<file path="config.mk">
export PLATFORM = sky130hd
export DESIGN_NAME = fir_coeff_loader_flat
export DESIGN_NICKNAME = d
export VERILOG_FILES = /design/src/rtl/fir_coeff_loader_if.sv /design/src/rtl/fir_coeff_loader.sv /design/src/flat_wrapper.sv
export SDC_FILE = /design/constraint.sdc
export NUM_CORES = 1
export LEC_CHECK = 0
export CORE_MARGIN = 5
export CORE_UTILIZATION = 57
export DETAILED_ROUTE_END_ITERATION = 6
export PLACE_DENSITY = 0.91
export RECOVER_POWER = 100
export SYNTH_ARGS = -nofsm -noshare
export SYNTH_HDL_FRONTEND = slang
export SYNTH_SLANG_ARGS = --single-unit
</file>
<file path="constraint.sdc">
create_clock -name clk -period 19 [get_ports clk]
set_clock_uncertainty 0.05 [all_clocks]
set_input_delay 4.75 -clock clk [delete_from_list [all_inputs] [get_ports clk]]
set_output_delay 4.75 -clock clk [all_outputs]
set_load 0.05 [all_outputs]
</file>
<file path="src/rtl/fir_coeff_loader_if.sv">
//------------------------------------------------------------------------------
// fir_coeff_loader_if
// Coefficient write channel: valid/ready word stream with an end-of-set marker.
// Revision: 1.0
//------------------------------------------------------------------------------
`default_nettype none

interface fir_coeff_loader_if #(
    parameter int COEFF_WIDTH = 16
);
    logic                   wr_valid;
    logic                   wr_ready;
    logic [COEFF_WIDTH-1:0] wr_data;
    logic                   wr_last;

    modport master (
        output wr_valid,
        output wr_data,
        output wr_last,
        input  wr_ready
    );

    modport slave (
        input  wr_valid,
        input  wr_data,
        input  wr_last,
        output wr_ready
    );
endinterface

`default_nettype wire

</file>
<file path="src/rtl/fir_coeff_loader.sv">
//------------------------------------------------------------------------------
// fir_coeff_loader
// Double-buffered FIR coefficient loader: frames a word stream into a shadow
// bank and commits it atomically on a sample boundary.
// Option: FIR_COEFF_LOADER_RESET_IDENTITY_EN -> reset set is a unity pass-through.
// Revision: 1.0
//------------------------------------------------------------------------------
`default_nettype none

module fir_coeff_loader #(
    parameter int N           = 4,
    parameter int COEFF_WIDTH = 16,
    parameter int Q           = 14
) (
    input  wire                           clk,
    input  wire                           rst,
    fir_coeff_loader_if.slave             wr,
    input  wire                           abort,
    input  wire                           sample_en,
    output logic [COEFF_WIDTH*(N+1)-1:0]  packed_coeffs,
    output logic                          updated,
    output logic                          err,
    output logic                          busy
);

    localparam int IDX_W = $clog2(N + 1);
    localparam logic [IDX_W-1:0] c_N = IDX_W'(N);
    localparam logic [COEFF_WIDTH-1:0] c_UNITY = COEFF_WIDTH'(2 ** Q);

`ifdef FIR_COEFF_LOADER_RESET_IDENTITY_EN
    localparam bit c_IDENTITY_EN = 1'b1;
`else
    localparam bit c_IDENTITY_EN = 1'b0;
`endif

    localparam logic [COEFF_WIDTH*(N+1)-1:0] c_RESET_COEFFS =
        c_IDENTITY_EN ? {{(COEFF_WIDTH*N){1'b0}}, c_UNITY} : '0;

    typedef enum logic [1:0] {
        S_IDLE   = 2'd0,
        S_LOAD   = 2'd1,
        S_COMMIT = 2'd2,
        S_DRAIN  = 2'd3
    } state_t;

    state_t                          r_state;
    logic [IDX_W-1:0]                r_index;
    logic [COEFF_WIDTH*(N+1)-1:0]    r_shadow;
    logic [COEFF_WIDTH*(N+1)-1:0]    r_packed;
    logic                            r_updated;
    logic                            r_err;
    logic                            r_busy;
    logic                            r_wr_ready;

    state_t                          w_next_state;
    logic [IDX_W-1:0]                w_next_index;
    logic                            w_accept;
    logic                            w_err;
    logic                            w_commit;
    logic                            w_shadow_we;

    assign w_accept      = wr.wr_valid & r_wr_ready;
    assign wr.wr_ready   = r_wr_ready;
    assign packed_coeffs = r_packed;
    assign updated       = r_updated;
    assign err           = r_err;
    assign busy          = r_busy;

    // Abort outranks every other event, including a same-cycle accept or commit.
    always_comb begin
        w_next_state = r_state;
        w_next_index = r_index;
        w_err        = 1'b0;
        w_commit     = 1'b0;
        w_shadow_we  = 1'b0;
        if (abort) begin
            w_next_state = S_IDLE;
            w_next_index = '0;
        end else begin
            case (r_state)
                S_IDLE: begin
                    if (w_accept) begin
                        w_shadow_we = 1'b1;
                        if (wr.wr_last) begin
                            w_err = 1'b1;
                        end else begin
                            w_next_state = S_LOAD;
                            w_next_index = r_index + 1'b1;
                        end
                    end
                end
                S_LOAD: begin
                    if (w_accept) begin
                        w_shadow_we = 1'b1;
                        if (r_index == c_N) begin
                            if (wr.wr_last) begin
                                w_next_state = S_COMMIT;
                            end else begin
                                w_err        = 1'b1;
                                w_next_state = S_DRAIN;
                            end
                        end else if (wr.wr_last) begin
                            w_err        = 1'b1;
                            w_next_state = S_IDLE;
                            w_next_index = '0;
                        end else begin
                            w_next_index = r_index + 1'b1;
                        end
                    end
                end
                S_COMMIT: begin
                    if (sample_en) begin
                        w_commit     = 1'b1;
                        w_next_state = S_IDLE;
                        w_next_index = '0;
                    end
                end
                S_DRAIN: begin
                    if (w_accept && wr.wr_last) begin
                        w_next_state = S_IDLE;
                        w_next_index = '0;
                    end
                end
                default: begin
                    w_next_state = S_IDLE;
                    w_next_index = '0;
                end
            endcase
        end
    end

    always_ff @(posedge clk or posedge rst) begin
        if (rst) begin
            r_state    <= S_IDLE;
            r_index    <= '0;
            r_shadow   <= '0;
            r_packed   <= c_RESET_COEFFS;
            r_updated  <= 1'b0;
            r_err      <= 1'b0;
            r_busy     <= 1'b0;
            r_wr_ready <= 1'b1;
        end else begin
            r_state    <= w_next_state;
            r_index    <= w_next_index;
            r_err      <= w_err;
            r_updated  <= w_commit;
            r_busy     <= (w_next_state != S_IDLE);
            r_wr_ready <= (w_next_state != S_COMMIT);
            if (w_shadow_we) begin
                r_shadow[COEFF_WIDTH*r_index +: COEFF_WIDTH] <= wr.wr_data;
            end
            if (w_commit) begin
                r_packed <= r_shadow;
            end
        end
    end

endmodule

`default_nettype wire

</file>
<file path="src/flat_wrapper.sv">
// flat-port wrapper written by rule: the top's interface ports become plain ports
module fir_coeff_loader_flat 
#(
    parameter int N           = 4,
    parameter int COEFF_WIDTH = 16,
    parameter int Q           = 14
)
  (clk, rst, abort, sample_en, packed_coeffs, updated, err, busy, wr_wr_valid, wr_wr_data, wr_wr_last, wr_wr_ready);
  fir_coeff_loader_if #(.COEFF_WIDTH(COEFF_WIDTH)) wr_i ();
  input  wire clk;
  input  wire rst;
  input  wire abort;
  input  wire sample_en;
  output logic [COEFF_WIDTH*(N+1)-1:0] packed_coeffs;
  output logic updated;
  output logic err;
  output logic busy;
  input wire logic [$bits(wr_i.wr_valid)-1:0] wr_wr_valid;
  input wire logic [$bits(wr_i.wr_data)-1:0] wr_wr_data;
  input wire logic [$bits(wr_i.wr_last)-1:0] wr_wr_last;
  output wire logic [$bits(wr_i.wr_ready)-1:0] wr_wr_ready;
  assign wr_i.wr_valid = wr_wr_valid;
  assign wr_i.wr_data = wr_wr_data;
  assign wr_i.wr_last = wr_wr_last;
  assign wr_wr_ready = wr_i.wr_ready;
  fir_coeff_loader #(.N(N), .COEFF_WIDTH(COEFF_WIDTH), .Q(Q)) u_core (.clk(clk), .rst(rst), .wr(wr_i), .abort(abort), .sample_en(sample_en), .packed_coeffs(packed_coeffs), .updated(updated), .err(err), .busy(busy));
endmodule
</file>
==> impl_metrics.yaml <==
clock_tree:
  clkTransAtPathRegs_ns: 0.07
  cts_max_level: 4
  cts_setup_buffers: 0
  clk_latency_ns: 0.42
  cts_num_sinks: 169
  clock_path_buffers: 2
  hold_buffers: 0
  cts_tree: "built"
  cts_buffers: 17
  root_buffer: "clkbuf_16"
  cts.repair.resized: 0
worst_setup_path:
  critPathLaunchType: "primary input"
  crit_required_ns: 18.45
  path_class: "primary input to async pin"
  path_max_fanout: 87
  cp.arrival_ns: 10.54
  cp-end-kind: "async pin"
finish:
  layout_commonest_cell: "dfrtp_1"
  area_growth_pct: 26.4
  diodes: 0
  layout_common_cells: "dfrtp_1, mux2_2, dlygate4sd3_1"
  drive_gt1_share_pct: 35.8
  nets: 538
  fillers: 735
power:
  p_total_w: 0.000754
  p_leak_nw: 4.23
  cellPowerDensity_nw_per_um2: 92.0
  peakVddDrop_uv: 72.0
placed_design:
  gp_congestion: 0.901
  hpwl_um: 8460
  numPortBuffers: 105
sta:
  relSlewSlack_pct: -191
  tightest_slew_ns: 4.37
  finalCriticalPeriod_ns: 11.09
  drv_slew: 281
  rsz0062_at_grt: "no"
  tns_ns: 0
  hold_violations: 0
  finalSetupViolations: 0
  fmax_ghz: 0.0902
  fin_crit_sh_pct: 58.4
floorplan:
  start_util_pct: 57.5
  die_area_um2: 13600
  ios: 106
  row_count: 39
  die_w_um: 117
  die_y_um: 117
  core_area_um2: 11300
logic_synthesis:
  ys_seq_area_share_pct: 65.3
  ys_ff_latch: 169
  synth_cells: 400
  yosysWarningCount: 0
  syn_nets: 426
  avgSynthCellArea_um2: 16.2
  syn_area_um2: 6480
  ys_types: 33
detailed_routing:
  avgViaCountPerCell: 5.50
  firstDrtPassIters: 4
  ant_nets: 0
  drtIter0Drc: 238
  num_vias: 3673
  routedWlPerCell_um: 19.6
  wl_um: 13100
  drc_errors: 0
global_route:
  antenna_found_initial: 0
  grt_pass1_wl_um: 21700
  grt_pass1_vias: 4037
  grt.total_usage_pct: 21.2
  use_met3_pct: 6.06
  use_met2_pct: 35.0
  met1_usage_pct: 27.3
  grt_max_degree: 88
  top_usage_layer: "met2"
  grt_overflow_total: 0
outcome:
  status: "finished with violations"
  violations: "capacitance limit, slew limit"
worst_hold_path:
  hold_path.class: "flip-flop to flip-flop"
flow_run:
  drv_cap: 6
## flip-flops by register name, indices dropped and copies added, names as in the netlist
register / cells
u_core.packed_coeffs: 80
u_core.r_shadow: 80
u_core.r_index: 3
u_core.r_state: 2
u_core.busy: 1
u_core.err: 1
u_core.updated: 1
u_core.wr.wr_ready: 1
## routing by layer
| layer | up-vias | part of all wire, % |
|---|---|---|
| met5 | - | 0 |
| met4 | 0 | 1.4 |
| met3 | 16 | 4.8 |
| met2 | 95 | 52 |
| met1 | 1930 | 41 |
| li1 | 1632 | - |
## logic make-up (layout without fill, tap and decap cells)
family                     Yosys count  count (layout)  share of synthesized area, %
AOI/OAI and AO/OA                   11              11                          1.00
xor gates and xnor gates             1               1                         0.135
adders and majority gates            4               4                         0.773
buffers and inverters               24             149                          1.89
DFF                                169             169                          65.3
muxes                              161             161                          28.0
and+or+nand+nor                     30              30                          2.94
## synthesized netlist by cell type, drive strengths merged
library cell | count | area [um2]
dfrtp | 168 | 4200
mux2 | 159 | 1790
buf | 14 | 85.1
inv | 8 | 30.0
nor2 | 8 | 32.5
a21oi | 5 | 25.0
ha | 4 | 50.1
nand2 | 4 | 15.0
nand3 | 3 | 15.0
nor3 | 3 | 26.3
clkbuf | 2 | 7.51
mux2i | 2 | 20.0
nand2b | 2 | 12.5
nand3b | 2 | 27.5
nor3b | 2 | 15.0
o21ai | 2 | 10.0
a21o | 1 | 7.51
a311oi | 1 | 8.76
and2b | 1 | 7.51
dfstp | 1 | 26.3
nand4 | 1 | 6.26
nor2b | 1 | 6.26
nor4b | 1 | 8.76
o22ai | 1 | 6.26
o31ai | 1 | 7.51
or2 | 1 | 6.26
or3 | 1 | 11.3
xnor2 | 1 | 8.76
## worst max-delay path, stage by stage
cell,delay (ns)
dlygate4sd3_1,0.54
clkinvlp_2,1.95
clkbuf_1,3.20
## layout make-up
type / instances / area (um2) / area share [%]
inverters: 8 / 31.3 / 0.382
well taps: 143 / 179 / 2.19
clock inverters: 11 / 124 / 1.51
flip-flops and latches: 169 / 4230 / 51.7
repair buffers: 109 / 1070 / 13.0
clock buffers: 21 / 450 / 5.50
multi-input cells: 207 / 2110 / 25.7
## path summary, 6_finish.rpt
kind                                startpoint                       end  slack, ns  cells after the start
min in group asynchronous                  rst  u_core.packed_coeffs[28]       5.76                      2
min reg2reg                u_core.r_shadow[30]  u_core.packed_coeffs[30]       0.45                      1
max in group clk                         abort  u_core.packed_coeffs[37]      10.44                      4
max reg2reg                  u_core.r_state[1]  u_core.packed_coeffs[37]      15.00                      4
min                        u_core.r_shadow[30]  u_core.packed_coeffs[30]       0.45                      1
max                                        rst       u_core.r_shadow[51]       7.91                      3
## report_power, final
part           internal [W]  switching (W)   total, W  leakage (nW)
logic             0.0000181      0.0000189  0.0000370          1.65
clock network      0.000197       0.000134   0.000331         0.273
registers          0.000376     0.00000889   0.000385          2.31
## metrics by stage
step                      worst slack (ns)  hold WS (ns)  util [%]  std cells  cell area [um2]
after global routing                  6.35         0.461      72.6        668             8190
after floorplan                       9.63         0.424         -        400             6480
final                                 7.91         0.447      72.6        668             8190
after global placement               11.76         0.431      67.9        636             7660
after CTS                            12.05         0.449      73.0        668             8230
after detailed placement             11.64         0.436      67.9        636             7660
Power figures use the tool's default switching activity.
